--- config.mk ---
export PLATFORM = sky130hd
export DESIGN_NAME = uart_tx
export DESIGN_NICKNAME = d
export VERILOG_FILES = /design/src/rtl/uart_tx_pkg.sv /design/src/rtl/uart_tx_fifo.sv /design/src/rtl/uart_tx.sv
export VERILOG_INCLUDE_DIRS = /design/src /design/src/rtl
export SDC_FILE = /design/constraint.sdc
export NUM_CORES = 1
export LEC_CHECK = 0
export ABC_AREA = 1
export CAP_MARGIN = 20
export CORE_MARGIN = 2
export CORE_UTILIZATION = 55
export CTS_CLUSTER_SIZE = 12
export DETAILED_ROUTE_END_ITERATION = 8
export MAX_ROUTING_LAYER = met4
export PLACE_DENSITY = 0.77
export REMOVE_ABC_BUFFERS = 1
export SLEW_MARGIN = 20
export SYNTH_ARGS = -nofsm -noshare
export SYNTH_HDL_FRONTEND = slang
export SYNTH_HIERARCHICAL = 1
export SYNTH_SLANG_ARGS = --single-unit
--- constraint.sdc ---
create_clock -name clk -period 2.25 [get_ports clk]
set_input_delay 0.45 -clock clk [delete_from_list [all_inputs] [get_ports clk]]
set_output_delay 0.45 -clock clk [all_outputs]
set_load 0.02 [all_outputs]
--- src/rtl/uart_globals.svh ---
// Shared UART constants used by the transmitter, receiver and debug logic.
`ifndef UART_GLOBALS_SVH
`define UART_GLOBALS_SVH

`define NUM_DATA_BITS 8
`define CLK_FRQ 50_000_000
`define BAUD_RATE_TX 115200

`endif

--- src/rtl/uart_tx_pkg.sv ---
// Shared UART transmit types: FSM state encoding and parity helper.
`include "uart_globals.svh"

package uart_tx_pkg;

  localparam int unsigned NumDataBits = `NUM_DATA_BITS;

  // Encoding is shared with the receiver and the debug/LED logic.
  typedef enum logic [2:0] {
    IDLE,
    START,
    DATA,
    PARITY,
    STOP
  } tx_state_t;

  // Even parity: the parity bit makes the total count of ones even.
  function automatic logic even_parity(input logic [NumDataBits-1:0] d);
    return ^d;
  endfunction

endpackage

--- src/rtl/uart_tx_fifo.sv ---
// Synchronous FIFO with occupancy count; power-of-two depth, head is read combinationally.
module uart_tx_fifo #(
  parameter int unsigned Width = 8,
  parameter int unsigned Depth = 8
) (
  input  logic                     clk_i,
  input  logic                     reset_i,
  input  logic                     push_i,
  input  logic [Width-1:0]         wdata_i,
  input  logic                     pop_i,
  output logic [Width-1:0]         rdata_o,
  output logic [$clog2(Depth):0]   count_o,
  output logic                     full_o,
  output logic                     empty_o
);

  localparam int unsigned AddrW = $clog2(Depth);
  localparam logic [AddrW:0] DepthCnt = (AddrW + 1)'(Depth);

  logic [Width-1:0] mem_q [Depth];
  logic [AddrW-1:0] wr_ptr_q, wr_ptr_d;
  logic [AddrW-1:0] rd_ptr_q, rd_ptr_d;
  logic [AddrW:0]   count_q, count_d;
  logic             push_ok, pop_ok;

  assign full_o  = (count_q == DepthCnt);
  assign empty_o = (count_q == '0);
  assign count_o = count_q;
  assign rdata_o = mem_q[rd_ptr_q];

  // Requests are ignored when they cannot be honoured, so no overflow/underflow.
  assign push_ok = push_i && !full_o;
  assign pop_ok  = pop_i && !empty_o;

  // Pointer and occupancy next-state; pointers wrap naturally at a power-of-two depth.
  always_comb begin
    wr_ptr_d = wr_ptr_q;
    rd_ptr_d = rd_ptr_q;
    count_d  = count_q;
    if (push_ok) wr_ptr_d = wr_ptr_q + 1'b1;
    if (pop_ok)  rd_ptr_d = rd_ptr_q + 1'b1;
    case ({push_ok, pop_ok})
      2'b10:   count_d = count_q + 1'b1;
      2'b01:   count_d = count_q - 1'b1;
      default: count_d = count_q;
    endcase
  end

  // Control state; reset flushes the FIFO.
  always_ff @(posedge clk_i or posedge reset_i) begin
    if (reset_i) begin
      wr_ptr_q <= '0;
      rd_ptr_q <= '0;
      count_q  <= '0;
    end else begin
      wr_ptr_q <= wr_ptr_d;
      rd_ptr_q <= rd_ptr_d;
      count_q  <= count_d;
    end
  end

  // Storage array, deliberately unreset.
  always_ff @(posedge clk_i) begin
    if (push_ok) mem_q[wr_ptr_q] <= wdata_i;
  end

endmodule

--- src/rtl/uart_tx.sv ---
// UART transmitter: FIFO-buffered bytes sent as start, 8 data (LSB first), even parity, stop.
`include "uart_globals.svh"

module uart_tx
  import uart_tx_pkg::*;
#(
  parameter int unsigned CLK_FRQ    = `CLK_FRQ,
  parameter int unsigned BAUD_RATE  = `BAUD_RATE_TX,
  parameter int unsigned FIFO_DEPTH = 8
) (
  input  logic                          clk,
  input  logic                          reset,
  input  logic [7:0]                    data,
  input  logic                          valid,
  output logic                          ready,
  input  logic                          cts,
  output logic                          tx,
  output logic                          busy,
  output logic                          done,
  output logic [$clog2(FIFO_DEPTH):0]   fifo_count
);

  localparam int unsigned CLKS_PER_BIT = CLK_FRQ / BAUD_RATE;
  localparam int unsigned BaudW = (CLKS_PER_BIT > 1) ? $clog2(CLKS_PER_BIT) : 1;
  localparam logic [BaudW-1:0] BaudLast = BaudW'(CLKS_PER_BIT - 1);
  localparam logic [2:0] LastBit = 3'(NumDataBits - 1);

  tx_state_t        state_q, state_d;
  logic [BaudW-1:0] baud_q, baud_d;
  logic [2:0]       bit_q, bit_d;
  logic [7:0]       shift_q, shift_d;
  logic             parity_q, parity_d;
  logic             tx_q, tx_d;
  logic             busy_q, busy_d;
  logic             done_q, done_d;
  logic             cts_meta_q, cts_s_q;

  logic             fifo_push, fifo_pop, fifo_full, fifo_empty;
  logic [7:0]       fifo_rdata;
  logic             bit_end, launch;

  assign ready     = !fifo_full;
  assign fifo_push = valid && ready;

  // A bit time ends on the last baud count of any non-idle state.
  assign bit_end = (baud_q == BaudLast);

  // CTS is only looked at in IDLE and at the end of STOP, so a frame is never cut short.
  assign launch   = !fifo_empty && !cts_s_q &&
                    ((state_q == IDLE) || ((state_q == STOP) && bit_end));
  assign fifo_pop = launch;

  uart_tx_fifo #(
    .Width (8),
    .Depth (FIFO_DEPTH)
  ) u_fifo (
    .clk_i   (clk),
    .reset_i (reset),
    .push_i  (fifo_push),
    .wdata_i (data),
    .pop_i   (fifo_pop),
    .rdata_o (fifo_rdata),
    .count_o (fifo_count),
    .full_o  (fifo_full),
    .empty_o (fifo_empty)
  );

  // Two-flop synchroniser for the asynchronous active-low CTS; resets to "not clear".
  always_ff @(posedge clk or posedge reset) begin
    if (reset) begin
      cts_meta_q <= 1'b1;
      cts_s_q    <= 1'b1;
    end else begin
      cts_meta_q <= cts;
      cts_s_q    <= cts_meta_q;
    end
  end

  // State register: FSM state, baud/bit counters, shifter and registered outputs.
  always_ff @(posedge clk or posedge reset) begin
    if (reset) begin
      state_q  <= IDLE;
      baud_q   <= '0;
      bit_q    <= '0;
      shift_q  <= '0;
      parity_q <= 1'b0;
      tx_q     <= 1'b1;
      busy_q   <= 1'b0;
      done_q   <= 1'b0;
    end else begin
      state_q  <= state_d;
      baud_q   <= baud_d;
      bit_q    <= bit_d;
      shift_q  <= shift_d;
      parity_q <= parity_d;
      tx_q     <= tx_d;
      busy_q   <= busy_d;
      done_q   <= done_d;
    end
  end

  // Next-state logic: each non-idle state holds for one full bit time.
  always_comb begin
    state_d = state_q;
    case (state_q)
      IDLE:    if (launch) state_d = START;
      START:   if (bit_end) state_d = DATA;
      DATA:    if (bit_end && (bit_q == LastBit)) state_d = PARITY;
      PARITY:  if (bit_end) state_d = STOP;
      STOP:    if (bit_end) state_d = launch ? START : IDLE;
      default: state_d = IDLE;
    endcase
  end

  // Datapath and registered-output next values; tx_d is the level for the coming bit time.
  always_comb begin
    baud_d   = ((state_q == IDLE) || bit_end) ? '0 : baud_q + 1'b1;
    bit_d    = bit_q;
    shift_d  = shift_q;
    parity_d = parity_q;
    tx_d     = tx_q;
    busy_d   = busy_q;
    done_d   = 1'b0;
    case (state_q)
      START: begin
        if (bit_end) begin
          tx_d  = shift_q[0];
          bit_d = '0;
        end
      end
      DATA: begin
        if (bit_end) begin
          if (bit_q == LastBit) begin
            tx_d = parity_q;
          end else begin
            // Shift out the sent bit; the next one is what lands in shift[0].
            shift_d = shift_q >> 1;
            bit_d   = bit_q + 3'd1;
            tx_d    = shift_q[1];
          end
        end
      end
      PARITY: begin
        if (bit_end) tx_d = 1'b1;
      end
      STOP: begin
        if (bit_end) begin
          done_d = 1'b1;
          busy_d = 1'b0;
        end
      end
      default: ;
    endcase
    // Loading a new byte overrides the above so back-to-back frames have no idle gap.
    if (launch) begin
      shift_d  = fifo_rdata;
      parity_d = even_parity(fifo_rdata);
      tx_d     = 1'b0;
      busy_d   = 1'b1;
    end
  end

  assign tx   = tx_q;
  assign busy = busy_q;
  assign done = done_q;

endmodule

After elaboration in Yosys (flattened, before gate mapping)
Memory sizes are Yosys's and may differ from the RTL's.
Index checks and enable logic that the tools add are counted.
{"block": "word_totals", "word_cells": 96, "register_bits": 39, "n_memories": 1, "input_bits": 12, "mem_bits_rw": 64}
{"block": "classes", "mux": 30, "eq_ne": 20, "n_reduce_logical": 26, "add_sub_neg": 6}
{"memory": "u_fifo.mem_q", "depth": 8, "word_bits": 8, "rd": 1, "rd_ports_with_merged_regs": 0, "write_ports": 1, "line_no": "uart_tx_fifo.sv:20", "text": "logic [Width-1:0] mem_q [Depth];"}
{"op": "$mux 8", "count": 4}
{"op": "$mux 3", "count": 8}
{"op": "$ne 2x2->1 const B", "count": 8}
{"op": "$pmux 3 s5", "count": 1}
{"op": "$mux 1", "count": 13}
{"op": "$reduce_bool 2->1", "count": 5}
{"op": "$add 3x1->3 const B", "count": 3}
{"op": "$add 9x1->9 const B", "count": 1}
{"op": "$eq 9x9->1 const B", "count": 1}
{"op": "$mux 9", "count": 1}
{"op": "$ne 3x3->1 const B", "count": 3}
{"op": "$pmux 4 s2", "count": 1}
{"op": "$reduce_and 4->1", "count": 2}
{"op": "$reduce_xor 8->1", "count": 1}
{"op": "$logic_and 1x1->1", "count": 7}
{"op": "$eq 3x2->1 const B", "count": 2}
{"op": "$eq 3x3->1 const B", "count": 2}
{"op": "$pmux 3 s2", "count": 1}
{"op": "$reduce_and 5->1", "count": 1}
{"op": "$add 4x1->4 const B", "count": 1}
{"op": "$eq 4x4->1 const B", "count": 1}
{"op": "$logic_not 4->1", "count": 1}
{"op": "$reduce_bool 4->1", "count": 1}
{"op": "$sub 4x1->4 const B", "count": 1}
{"op": "9 further kinds", "count": 12}

Longest topological paths before layout
{"block": "depth", "depth_word": 7, "ltp_mapped": 18, "depth_no_buf": 18}

Modules after synthesis
Netlist, hierarchy kept.
{"mod": "uart_tx_fifo", "cells_per_inst": 358, "n_inst": 1, "area_each_um2": 3403.3}
{"mod": "uart_tx", "cells_per_inst": 218, "n_inst": 1, "area_each_um2": 1680.4}

Least setup slack after synthesis
Ideal clock, no wire load.
{"block": "synth_path", "path_type": "flip-flop to flip-flop", "startpoint": "register u_fifo.count_q[0], in the netlist u_fifo/count_o[0]", "endpoint": "register u_fifo.count_q[3], in the netlist u_fifo/count_o[3]", "stages_incl_launch_ff": 18, "n_path_buf": 0, "period_less_slack_ps": 2442, "arrival_time_ps": 2325, "required_ps": 2133, "setup_time_ps": 117, "setup_slack_ps": -192, "cell_sequence": "dfrtp_1 nor2_1 nand3_1 inv_1 inv_1 nand2_1 inv_2 nand2_8 inv_2 nand2_1 inv_1 ha_1 ha_1 or2_2 nand2_1 nand2_1 nand3_1 nand2_1"}
{"block": "synth_via", "elab_chain_cells": 7, "elab_cells_between_ends": 15, "classes_between": "add/sub (2); eq/ne (3); mux (1); reduce/logical (9)"}
{"element": "start: declaration", "line_no": "uart_tx_fifo.sv:23", "text": "logic [AddrW:0] count_q, count_d;"}
{"element": "start signal: assignment", "line_no": "uart_tx_fifo.sv:58", "text": "count_q <= count_d;"}
{"element": "$logic_not 4->1 *", "line_no": "uart_tx_fifo.sv:27", "text": "assign empty_o = (count_q == '0);"}
{"element": "net fifo_empty", "line_no": "uart_tx.sv:38", "text": "logic fifo_push, fifo_pop, fifo_full, fifo_empty;"}
{"element": "$logic_not 1->1 *", "line_no": "uart_tx_fifo.sv:33, uart_tx.sv:49"}
{"element": "$logic_and 1x1->1 (2 in a row)", "line_no": "uart_tx.sv:49", "text": "assign launch = !fifo_empty && !cts_s_q &&"}
{"element": "$logic_and 1x1->1 *", "line_no": "uart_tx_fifo.sv:33", "text": "assign pop_ok = pop_i && !empty_o;"}
{"element": "net u_fifo.pop_ok", "line_no": "uart_tx_fifo.sv:24", "text": "logic push_ok, pop_ok;"}
{"element": "$eq 2x1->1 / $eq 2x2->1 (equally long branches)", "line_no": "uart_tx_fifo.sv:42", "text": "case ({push_ok, pop_ok})"}
{"element": "$pmux 4 s2 / $reduce_bool 2->1 (equally long branches)"}
The timed path passes the listed nets; every way through them passes the cells marked *.
A chain may end at the register's enable or synchronous reset.

Final worst setup path
{"block": "layout_path", "startpoint": "register baud_q[1]", "endpoint": "register u_fifo.count_q[3], in the netlist u_fifo/count_o[3]"}
{"block": "layout_via", "elab_chain_cells": 7, "elab_cells_between_ends": 9, "classes_between": "eq/ne (3); mux (1); reduce/logical (5)"}
{"element": "start: declaration", "line_no": "uart_tx.sv:29", "text": "logic [BaudW-1:0] baud_q, baud_d;"}
{"element": "start signal: assignment", "line_no": "uart_tx.sv:92", "text": "baud_q <= baud_d;"}
{"element": "$eq 9x9->1 *", "line_no": "uart_tx.sv:46", "text": "assign bit_end = (baud_q == BaudLast);"}
{"element": "$logic_and 1x1->1 *", "line_no": "uart_tx.sv:50", "text": "((state_q == IDLE) || ((state_q == STOP) && bit_end));"}
{"element": "$logic_or 1x1->1 *", "line_no": "uart_tx.sv:50"}
{"element": "$logic_and 1x1->1 *", "line_no": "uart_tx.sv:49"}
{"element": "$logic_and 1x1->1 *", "line_no": "uart_tx_fifo.sv:33"}
{"element": "net u_fifo.pop_ok", "line_no": "uart_tx_fifo.sv:24"}
{"element": "$eq 2x1->1 / $eq 2x2->1 (equally long branches)", "line_no": "uart_tx_fifo.sv:42"}
{"element": "$pmux 4 s2 / $reduce_bool 2->1 (equally long branches)"}
Marks and branches as above.

==> impl_metrics.csv <==
group,metric,value,unit
status,run_status,"finished clean",
grt,overflow,0,
floorplanning,core_footprint,9110,um2
timing,setup_viol,0,
placed_design,detailedPlace.worstSlack,-144,ps
detailed_routing,initialDrtViolationCount,162,
clock_tree,cts_buffers,9,
detailed_routing,vias,3691,
layout,register_area,2900,um2
synth,yosys_register_bits,103,
timing,worst_clock_skew,8.78,ps
layout,nNetsFinal,655,
clock_tree,clkSinkCount,103,
clock_tree,cts_buffer_depth,2,
critical_path,critPathCaptureType,"flip-flop",
floorplanning,dieArea,10000,um2
critical_path,worst_setup_path_start_kind,"flip-flop",
synth,post-synth-top-area-fraction,37.8,%
clock_tree,ctsRootBufferMaster,"clkbuf_8",
floorplanning,core.rowCount,35,
power,p_switching,3.14,mW
detailed_routing,postRouteAntennaNets,0,
grt,globalRouteTotalUtil,21.0,%
timing,timing.final.crit_share,96.2,%
critical_path,timing_worst_setup_path_type,"flip-flop to flip-flop",
grt,grt_start_max_net_pins,65,
synth,synth_seq_area_share,57.1,%
grt,antenna_violations_before_repair,0,
timing,hold_violations,0,
critical_path,path_max_fanout,4,
power,clock_power_share,14.8,%
layout,number_of_filler_instances_in_the_final_layout,733,
clock_tree,cts.htree.levels,3,
detailed_routing,wl,9640,um
critical_path,timing.critical_path.required,2520,ps
critical_path,timing.critical_path.arrival,2430,ps
power,share_comb_of_total_power,49.8,%
timing,timing.final.max_slew_violations,0,
synth,synth.cell_area,5080,um2
detailed_routing,drtPass1Iterations,4,
run,cap_viol_max_count,0,
synth,ys_async_sr_fraction,37.9,%
timing,setup_tns,0,ps
placed_design,place_congestion,0.817,
timing,timing_worst_slew_pin_value,395,ps
synth,ys.flop_type,"edfxtp_1",
layout,diodes,0,
hold_path,worst_hold_path_type,"flip-flop to flip-flop",
placed_design,placement.io_buffers,19,
power,sw_frac_of_total,42.3,%
floorplanning,fp.dieH,100,um
synth,synthDistinctLibCells,34,
floorplanning,ios,20,
power,sequentialPowerShare,35.4,%
layout,post_route_cells_drive_above_1_share,14.7,%
grt,global_route_wire_length_before_repair,15900,um
timing,finalCriticalPeriod,2160,ps
timing,worst_slew_slack_as_a_fraction_of_its_limit,73.6,%
detailed_routing,wl_per_cell,12.9,um
synth,ys_top_cells_by_count,"nand2_1, nor2_1, inv_1, edfxtp_1, dfrtp_1",
synth,post-synth-top-area-cell,"edfxtp_1",
synth,yosys.cell_count.top_type,"nand2_1",
grt,grt_pass1_vias,3532,
timing,grt_setup_unrepaired,"true",
clock_tree,tritoncts,"built",
detailed_routing,avgViaCountPerCell,4.93,
synth,syn-instance-count,576,
layout,multi_input_comb_area,1840,um2
clock_tree,cts.clk_slew.worst_paths,100,ps
synth,synth-edff-count,64,
layout,area_growth,15.5,%
floorplanning,overall_die_width,100,um
clock_tree,clk-insertion-delay-late,370,ps
power,internal_power,4.29,mW
synth,synth_warnings,6,
power,leak,2.79,nW
power,power.density,1270,nW/um2
clock_tree,cts.hold.buffers_added,0,
power,vdd_drop_max,0.752,mV
placed_design,place.detailed.hpwl,6480,um
detailed_routing,drt_drc_violations_left,0,
timing,achievable-frequency,0.462,GHz
synth,synth_area_leaders,"edfxtp_1, dfrtp_1, nand2_1",
synth,avgSynthCellArea,8.83,um2
timing,finalWorstSetupSlack,85.5,ps
floorplanning,start_util,55.8,%
final timing paths:
check,from,to,slack [ps],cells past startpoint
max reg2reg,baud_q[1]$_DFF_PP0_,u_fifo/count_o[3]$_DFFE_PP0P_,90,17
min in group asynchronous,reset,u_fifo/count_o[0]$_DFFE_PP0P_,390,2
max in group asynchronous,reset,cts_s_q$_DFF_PP1_,1460,3
max,baud_q[1]$_DFF_PP0_,u_fifo/count_o[3]$_DFFE_PP0P_,90,17
min reg2reg,cts_meta_q$_DFF_PP1_,cts_s_q$_DFF_PP1_,370,0
min,cts_meta_q$_DFF_PP1_,cts_s_q$_DFF_PP1_,370,0
stage by stage:
stage	util (%)	hold WS (ps)	area, um2	power, mW	std cells
6_report	64.5	367	5870	7.43	749
5_1_grt	64.5	369	5870	8.07	749
4_1_cts	63.8	369	5810	7.37	744
3_5_place_dp	61.2	355	5570	6.20	726
3_3_place_gp	61.2	348	5570	6.03	726
2_1_floorplan	-	290	4980	5.13	563
per-layer routing:
layer	global-route usage (%)	vias to the layer above	wire length, um
met3	2.51	15	443
met4	8.32	0	164
met5	-	-	0
li1	-	1894	-
met2	33.9	81	4730
met1	27.3	1701	4300
registers in the layout, summed over array words and instances (netlist names):
signal / cells
u_fifo/mem_q: 64
baud_q: 9
shift_q: 8
u_fifo/count_o: 4
bit_q: 3
state_q: 3
u_fifo/rd_ptr_q: 3
u_fifo/wr_ptr_q: 3
busy: 1
cts_meta_q: 1
cts_s_q: 1
done: 1
parity_q: 1
tx: 1
placed cells by master, fill, tap and decap left out, drive strengths merged:
cell / count
inv: 82
dfrtp: 36
buf: 40
nor3b: 2
mux2i: 1
nor3: 12
o21ai: 10
clkbuf: 9
dlygate4sd2: 1
fa: 1
or2: 2
clkinv: 3
nand3b: 1
clkdlybuf4s50: 18
xnor2: 9
nor2: 83
and3: 1
nand3: 26
edfxtp: 64
ha: 9
nand2: 212
clkinvlp: 1
dfstp: 3
xor2: 6
a21oi: 6
power groups by stage:
| stage | clock, mW | sequential (mW) | combinational (mW) |
|---|---|---|---|
| after global routing | 1.19 | 2.67 | 4.21 |
| after detailed placement | 0 | 2.67 | 3.53 |
| after floorplan | 0 | 2.85 | 2.28 |
| after global placement | 0 | 2.65 | 3.38 |
| after CTS | 1.12 | 2.62 | 3.62 |
| final | 1.10 | 2.63 | 3.70 |
final cells by class:
class | count | area share [%]
sequential | 103 | 49.4
clock buffer | 9 | 2.11
clock inverter | 7 | 1.13
multi-input combinational | 381 | 31.3
timing repair buffer | 59 | 8.54
tap | 111 | 2.36
inverter | 79 | 5.13
critical path, stage by stage, from the launching register on:
cell	delay (ps)
dfrtp_1	400
inv_1	70
ha_2	170
nand2_2	60
nor2_4	140
nand3_4	90
nand2_4	100
nand2_8	60
inv_4	60
nand2_4	50
inv_4	60
ha_4	160
ha_4	210
or2_4	230
nand2_1	50
nand2_1	50
nand3_1	60
nand2_1	60
kinds of logic (layout without fill, tap and decap cells):
| family | count (synthesis) | in the layout | synth area share (%) |
|---|---|---|---|
| xor gates and xnor gates | 15 | 15 | 2.58 |
| AOI/OAI and AO/OA | 16 | 16 | 1.58 |
| adders and majority gates | 10 | 10 | 2.61 |
| buffers and inverters | 92 | 154 | 7.80 |
| DFF | 103 | 103 | 57.1 |
| muxes | 1 | 1 | 0.197 |
| and+or+nand+nor | 339 | 339 | 28.2 |
repair_timing:
action | 4_1_cts | 5_1_grt
pin swaps | 2 | 11
cloned | 0 | 0
resized for setup | 8 | 8
endpoints found under the setup margin | 4 | 3
buffers inserted | 2 | 5
Power figures use the tool's default switching activity.
